**src/rtl/bp_hb_mem_rev_assembler.sv**
```systemverilog
// Collects 32b manycore load returns, indexed by load-id, into one wide BedRock mem_rev response.
// Optional macro BP_HB_REV_TIMEOUT_EN: bounds COLLECT to timeout_p cycles, then zero-fills missing words.
module bp_hb_mem_rev_assembler #(
  parameter int header_width_p = 64,
  parameter int max_words_p = 16,
  parameter int timeout_p = 1024,
  localparam int lg_max_words_lp = $clog2(max_words_p)
) (
  input  logic                        clk_i,
  input  logic                        reset_i,
  input  logic [header_width_p-1:0]   fwd_header_i,
  input  logic [lg_max_words_lp:0]    fwd_words_i,
  input  logic                        fwd_v_i,
  output logic                        fwd_ready_and_o,
  input  logic [31:0]                 ret_data_i,
  input  logic [lg_max_words_lp-1:0]  ret_idx_i,
  input  logic                        ret_v_i,
  output logic                        ret_ready_and_o,
  output logic [header_width_p-1:0]   mem_rev_header_o,
  output logic [32*max_words_p-1:0]   mem_rev_data_o,
  output logic                        mem_rev_v_o,
  input  logic                        mem_rev_ready_and_i,
  output logic                        err_o
);

  localparam logic [1:0] state_idle    = 2'd0;
  localparam logic [1:0] state_collect = 2'd1;
  localparam logic [1:0] state_send    = 2'd2;
  localparam logic [lg_max_words_lp:0] max_count_lp = (lg_max_words_lp+1)'(max_words_p);

  logic [1:0]                 state_reg, state_next;
  logic [header_width_p-1:0]  header_reg;
  logic [lg_max_words_lp:0]   count_reg;
  logic [lg_max_words_lp:0]   filled_reg;
  logic [max_words_p-1:0]     mask_reg;
  logic                       err_reg;

  logic fwd_fire, ret_fire, idx_ok, idx_new, ret_write, ret_bad;
  logic words_bad, complete, timeout_hit;

  // Handshake readies are decoded from state alone, never from the valids.
  assign fwd_ready_and_o = (state_reg == state_idle);
  assign ret_ready_and_o = (state_reg == state_collect);
  assign mem_rev_v_o     = (state_reg == state_send);

  assign fwd_fire  = fwd_v_i & fwd_ready_and_o;
  assign ret_fire  = ret_v_i & ret_ready_and_o;
  assign idx_ok    = ({1'b0, ret_idx_i} < count_reg);
  assign idx_new   = idx_ok & ~mask_reg[ret_idx_i];
  assign ret_write = ret_fire & idx_new;
  assign ret_bad   = ret_fire & ~idx_new;
  assign words_bad = (fwd_words_i == '0) || (fwd_words_i > max_count_lp);
  // filled_reg mirrors popcount(mask_reg) since only fresh indices are ever written.
  assign complete  = ret_write & ((filled_reg + 1'b1) == count_reg);

`ifdef BP_HB_REV_TIMEOUT_EN
  localparam int timer_width_lp = $clog2(timeout_p + 1);
  localparam logic [timer_width_lp-1:0] timer_last_lp = timer_width_lp'(timeout_p - 1);
  logic [timer_width_lp-1:0] timer_reg;

  always_ff @(posedge clk_i) begin
    if (reset_i || fwd_fire) begin
      timer_reg <= '0;
    end else if (state_reg == state_collect) begin
      timer_reg <= timer_reg + 1'b1;
    end
  end

  assign timeout_hit = (state_reg == state_collect) && (timer_reg == timer_last_lp) && !complete;
`else
  // timeout_p has no effect without the timeout option.
  assign timeout_hit = 1'b0 && (timeout_p != 0);
`endif

  always_comb begin
    state_next = state_reg;
    case (state_reg)
      state_idle:    if (fwd_fire) state_next = state_collect;
      state_collect: if (complete || timeout_hit) state_next = state_send;
      state_send:    if (mem_rev_ready_and_i) state_next = state_idle;
      default:       state_next = state_idle;
    endcase
  end

  always_ff @(posedge clk_i) begin
    if (reset_i) begin
      state_reg  <= state_idle;
      header_reg <= '0;
      count_reg  <= '0;
      filled_reg <= '0;
      err_reg    <= 1'b0;
    end else begin
      state_reg <= state_next;
      if (fwd_fire) begin
        header_reg <= fwd_header_i;
        count_reg  <= words_bad ? max_count_lp : fwd_words_i;
        filled_reg <= '0;
      end else if (ret_write) begin
        filled_reg <= filled_reg + 1'b1;
      end
      if ((fwd_fire && words_bad) || ret_bad || timeout_hit) begin
        err_reg <= 1'b1;
      end
    end
  end

  // Per-word storage; words never written stay zero from the clear at header capture.
  for (genvar gi = 0; gi < max_words_p; gi++) begin : g_word
    logic [31:0] word_reg;
    logic        hit;
    assign hit = ret_write && (ret_idx_i == lg_max_words_lp'(gi));

    always_ff @(posedge clk_i) begin
      if (reset_i || fwd_fire) begin
        word_reg     <= '0;
        mask_reg[gi] <= 1'b0;
      end else if (hit) begin
        word_reg     <= ret_data_i;
        mask_reg[gi] <= 1'b1;
      end
    end

    assign mem_rev_data_o[32*gi +: 32] = word_reg;
  end

  assign mem_rev_header_o = header_reg;
  assign err_o            = err_reg;

endmodule

```
**config.mk**
```make
export PLATFORM = sky130hd
export DESIGN_NAME = bp_hb_mem_rev_assembler
export DESIGN_NICKNAME = d
export VERILOG_FILES = /design/src/rtl/bp_hb_mem_rev_assembler.sv
export SDC_FILE = /design/constraint.sdc
export NUM_CORES = 1
export LEC_CHECK = 0
export CAP_MARGIN = 20
export CORE_AREA = 2 2 271 273
export CTS_CLUSTER_DIAMETER = 200
export CTS_CLUSTER_SIZE = 25
export DETAILED_ROUTE_END_ITERATION = 10
export DIE_AREA = 0 0 273 275
export MAX_ROUTING_LAYER = met4
export PLACE_DENSITY = 0.62
export SYNTH_ARGS = -nofsm -noshare
export SYNTH_HDL_FRONTEND = slang
export SYNTH_SLANG_ARGS = --single-unit
```
**constraint.sdc**
```tcl
create_clock -name clk_i -period 3.05 [get_ports clk_i]
set_input_delay 0.61 -clock clk_i [delete_from_list [all_inputs] [get_ports clk_i]]
set_output_delay 0.61 -clock clk_i [all_outputs]
set_load 0.05 [all_outputs]
```
# After elaboration in Yosys (flattened, before gate mapping)
# Index checks and enable logic that the tools add are counted.
# classes
n_addsub,1
n_lt_le_gt_ge,3
eq_ne,21
mux,7
bitwise,8
n_reduce_logical,25
# ops
op,count
equality test 4 bit (second input constant),8
logical AND 1 bit,17
equality test 4 x 3 -> 1 bit (second input constant),4
equality test 4 x 2 -> 1 bit (second input constant),2
bitwise AND 1 bit,6
2-to-1 mux 2 bit,3
inequality test 2 x 1 -> 1 bit (second input constant),3
case mux 2 bit (3 select lines),1
adder 5 x 1 -> 5 bit (second input constant),1
equality test 5 bit,1
> comparator 5 bit (second input constant),1
zero test 5 bit,1
< comparator 4 x 5 -> 1 bit,1
< comparator 4 x 5 -> 1 bit (second input constant),1
2-to-1 mux 5 bit,1
binary-select mux 1 bit (select 4 bit),1
equality test 4 x 1 -> 1 bit (second input constant),1
zero test 4 bit,1
logical OR 1 bit,3
AND reduction 3 bit,1
equality test 2 x 1 -> 1 bit (second input constant),1
equality test 2 bit (second input constant),1
zero test 2 bit,1
inverter 1 bit,2
2 further kinds,2
# totals
regBits,605
input_bits,110
out_inout_bits,580
wordCells,102

# Longest topological paths before layout
# depth
word_depth,8
mapped_depth,10
ltp_nobuf,7

# Worst setup path after synthesis
# Ideal clock, no wire load.
# synth_timing
path_kind,in2reg
start,in ret_idx_i[2]
end,reg g_word[10].word_reg[10]
setup_ns,0.126
arrival_ns,2.492
required_ns,2.924
setup_slack_ns,0.432
stages,9
n_path_buf,3
path_cell_list,ha_1 -> a211o_1 -> nand2_2 -> nand4_4 -> buf_6 -> or4_4 -> buf_6 -> buf_6 -> mux2i_1
# synth_between
elab_chain_len,6
word_cells_on_any_way,8
classes_between,order compare: 1; eq/ne: 1; mux: 2; bitwise: 3; reduce/logical: 1
# synth_rtl
element,line_no,source
from (decl),16,"input logic [lg_max_words_lp-1:0] ret_idx_i,"
binary-select mux 1 bit (select 4 bit),49,assign idx_new = idx_ok & ~mask_reg[ret_idx_i];
2-to-1 mux 1 bit (not written as such),49,
inverter 1 bit,49,
bitwise AND 1 bit,49,
bitwise AND 1 bit,50,assign ret_write = ret_fire & idx_new;
logical AND 1 bit (*),111,assign hit = ret_write && (ret_idx_i == lg_max_words_lp'(gi));
to (signal assigned),118,word_reg <= ret_data_i;
to (decl),109,logic [31:0] word_reg;
# Every way passes the cells marked *; elsewhere a longest branch is shown, timed or not. The select of a mux whose other input is x is not followed.
# A chain may end at the register's enable or synchronous reset.

# Final worst setup path
# layout_timing
start,reg count_reg[2]
end,reg g_word[1].word_reg[21]
# layout_between
elab_chain_len,4
# layout_rtl
element,line_no,source
from (decl),33,logic [lg_max_words_lp:0] count_reg;
from (signal assigned),96,count_reg <= words_bad ? max_count_lp : fwd_words_i;
< comparator 4 x 5 -> 1 bit,48,"assign idx_ok = ({1'b0, ret_idx_i} < count_reg);"
bitwise AND 1 bit,49,
bitwise AND 1 bit,50,
logical AND 1 bit,111,
to (signal assigned),118,
to (decl),109,
# Every way passes these cells.

==> results.cfg <==
[synthesis]
async_set_reset_flop_share_out_of_synthesis_pct = 0
ys_types = 51
netlist_top_cells_count = sky130_fd_sc_hd__nand2_1, sky130_fd_sc_hd__dfxtp_1, sky130_fd_sc_hd__a21oi_1, sky130_fd_sc_hd__mux2i_1, sky130_fd_sc_hd__clkbuf_1
yosysWarnings = 0
post_synth_main_area_contributors = sky130_fd_sc_hd__dfxtp_1, sky130_fd_sc_hd__nand2_1, sky130_fd_sc_hd__mux2i_1, sky130_fd_sc_hd__a21oi_1, sky130_fd_sc_hd__clkbuf_1
postSynthNetCount = 2628
postSynthRegisterBits = 605
mappedNetlistArea_um2 = 22200
avgSynthCellArea_um2 = 8.83
ys_seq_area_share_pct = 54.6
synth_flop_cell = sky130_fd_sc_hd__dfxtp_1
synthMostInstantiatedCell = sky130_fd_sc_hd__nand2_1
netlist_instances = 2513
portion_of_synthesized_cell_area_occupied_by_the_leading_cell_type_pct = 54.6
synthDominantAreaCellType = sky130_fd_sc_hd__dfxtp_1
synth-edff-count = 0

[timing]
tns_ps = 0
worst_pin_slew_ps = 878
final_min_period_over_clock_period_pct = 95.5
clock-skew-final_ps = 35.9
timing.max_slew.rel_slack_pct = 40.0
fin_crit_ps = 2910
finalSetupViolCount = 0
timing.final.max_slew_violations = 0
final.hold.worst_slack_ps = 346
fmaxAchievable_ghz = 0.343
hold_viol = 0
fin_ws_ps = 138
unrepaired_setup_endpoints_after_global_routing = false

[placement]
finalWeightedCongestion = 0.812
detailed_place.area_um2 = 30600
dp_hpwl_mm = 62.2
port-buffer-count = 689
pre_cts_slack_ps = -422

[cts]
cts.repair_timing.setup_buffer_count = 0
cts_made_buffers = 28
cts_root_buf = sky130_fd_sc_hd__clkbuf_16
clock_slew_seen_by_the_registers_of_the_worst_setup_and_hold_paths_ps = 110
post_cts_hold_buffer_count = 0
insertion_delay_ps = 630
cts_tree = done
tritoncts_num_sinks = 605
post_cts.resized_instances = 0
cts.path.max_buffers = 3
htree_levels = 1

[grt]
grt_pass1_vias = 18600
grt_first_pass_wirelength_mm = 126
grt_antenna_before_repair = 2
grt_use_total_pct = 22.8
grt_start_max_net_pins = 78
grt-ovfl-total = 0

[cells_and_area]
area_delta_synth_final_pct = 41.4
count_of_filler_cells_inserted_in_the_layout = 7194
finish.net_count = 3221
largest_register_ffs = 512
layout-drive-gt1-share_pct = 5.41
design_area_um2 = 31400

[routing]
post-route-drc-count = 0
number_of_detailed_routing_iterations_run_before_antenna_repair = 5
dr.first_iter.drc_count = 1411
avgViaCountPerCell = 4.87
postRouteAntennaNets = 0
route.final.wire_length_mm = 87.6
detail_route.wl_per_cell_um = 21.5
via_count = 19800

[setup_path]
end_kind = flip-flop
critPathLaunchType = flip-flop
timing.critical_path.required_ps = 3610
worst_reg2reg_setup_slack_ps = 140
crit_type = flip-flop to flip-flop
critPathMaxFanout = 22
cp.arrival_ps = 3470

[floorplanning]
die_width_um = 273
start_util_pct = 30.7
dieArea_um2 = 75100
num_rows = 99
fp.dieH_um = 275
core_area_um2 = 72300
top_level_ports = 690

[hold_path]
worst_hold_path_type = input port to flip-flop

[power_and_ir_drop]
leakage_nw = 11.9
worst_ir_drop_vdd_v = 0.000340
pwr_density_cell_nw_per_um2 = 439
fin_total_pwr_w = 0.0138

[run]
timing.max_cap.violations = 0

[outcome]
run_status = finished clean
[routing by layer]
metal  share of wire, %  vias up  GRT usage, %
met5                  0        -             -
li1                   -     9480             -
met4                2.8        0          6.30
met1                 42     9500          28.2
met3                6.6      128          4.22
met2                 49      684          38.1
[worst max-delay path, cell delays in order (launching register included)]
cell and delay [ps]:
sky130_fd_sc_hd__dfxtp_1 380, sky130_fd_sc_hd__inv_1 90, sky130_fd_sc_hd__ha_1 290, sky130_fd_sc_hd__a211o_1 340, sky130_fd_sc_hd__a2111oi_0 790, sky130_fd_sc_hd__buf_4 240, sky130_fd_sc_hd__and3_2 270, sky130_fd_sc_hd__buf_12 190
sky130_fd_sc_hd__nand2_1 70, sky130_fd_sc_hd__a21oi_1 160
[worst paths after layout]
kind	from	endpoint	cells past startpoint
worst max-delay path	count_reg[2]	g_word[1].word_reg[21]	9
worst min-delay path	reset_i	count_reg[0]	2
worst max register to register	count_reg[2]	g_word[1].word_reg[21]	9
worst min register to register	g_word[3].word_reg[13]	g_word[3].word_reg[13]	2
[kinds of logic after synthesis]
group | count (synthesis) | synth area share, %
DFF | 605 | 54.6
xor gates and xnor gates | 6 | 0.237
muxes | 269 | 12.4
buffers and inverters | 247 | 4.86
and+or+nand+nor | 930 | 17.3
AOI/OAI and AO/OA | 451 | 10.4
adders and majority gates | 5 | 0.282
[power by group]
group | internal [W] | leakage [nW] | switching (W)
Sequential | 0.00797 | 4.88 | 0.0000370
Combinational | 0.000447 | 6.60 | 0.000967
Clock | 0.00172 | 0.367 | 0.00263
[layout by cell type, fill, tap and decap left out, types with 4 or more instances in the layout]
master / n
sky130_fd_sc_hd__nand4_1: 5
sky130_fd_sc_hd__mux4_2: 4
sky130_fd_sc_hd__ha_1: 5
sky130_fd_sc_hd__nand2_1: 746
sky130_fd_sc_hd__or4_2: 4
sky130_fd_sc_hd__mux2i_1: 263
sky130_fd_sc_hd__o21ai_0: 100
sky130_fd_sc_hd__a21oi_1: 335
sky130_fd_sc_hd__buf_4: 66
sky130_fd_sc_hd__or3_1: 5
sky130_fd_sc_hd__and4_1: 4
sky130_fd_sc_hd__inv_1: 13
sky130_fd_sc_hd__nand3b_1: 5
sky130_fd_sc_hd__nand2b_1: 4
sky130_fd_sc_hd__nand3_1: 100
sky130_fd_sc_hd__buf_12: 42
sky130_fd_sc_hd__dfxtp_1: 605
sky130_fd_sc_hd__xnor2_1: 4
sky130_fd_sc_hd__nor2_1: 23
sky130_fd_sc_hd__clkdlybuf4s50_1: 688
sky130_fd_sc_hd__clkbuf_16: 29
sky130_fd_sc_hd__a2111oi_0: 5
[final cells by class]
class                      count  area (um2)  area share [%]
antenna                        2        5.00          0.0159
clock buffer                  29         726            2.31
clock inverter                 1        20.0          0.0638
inverter                      13        48.8           0.155
multi-input combinational   1661        9050            28.8
sequential                   605       12100            38.6
tap                          959        1200            3.82
timing repair buffer         797        8230            26.2
[through the flow]
| step | cells | utilization, % |
|---|---|---|
| after floorplan | 2513 | - |
| after global placement | 4035 | 42.4 |
| after detailed placement | 4035 | 42.4 |
| after CTS | 4065 | 43.4 |
| after global routing | 4067 | 43.4 |
| final | 4067 | 43.4 |
(Power assumes the default switching activity.)
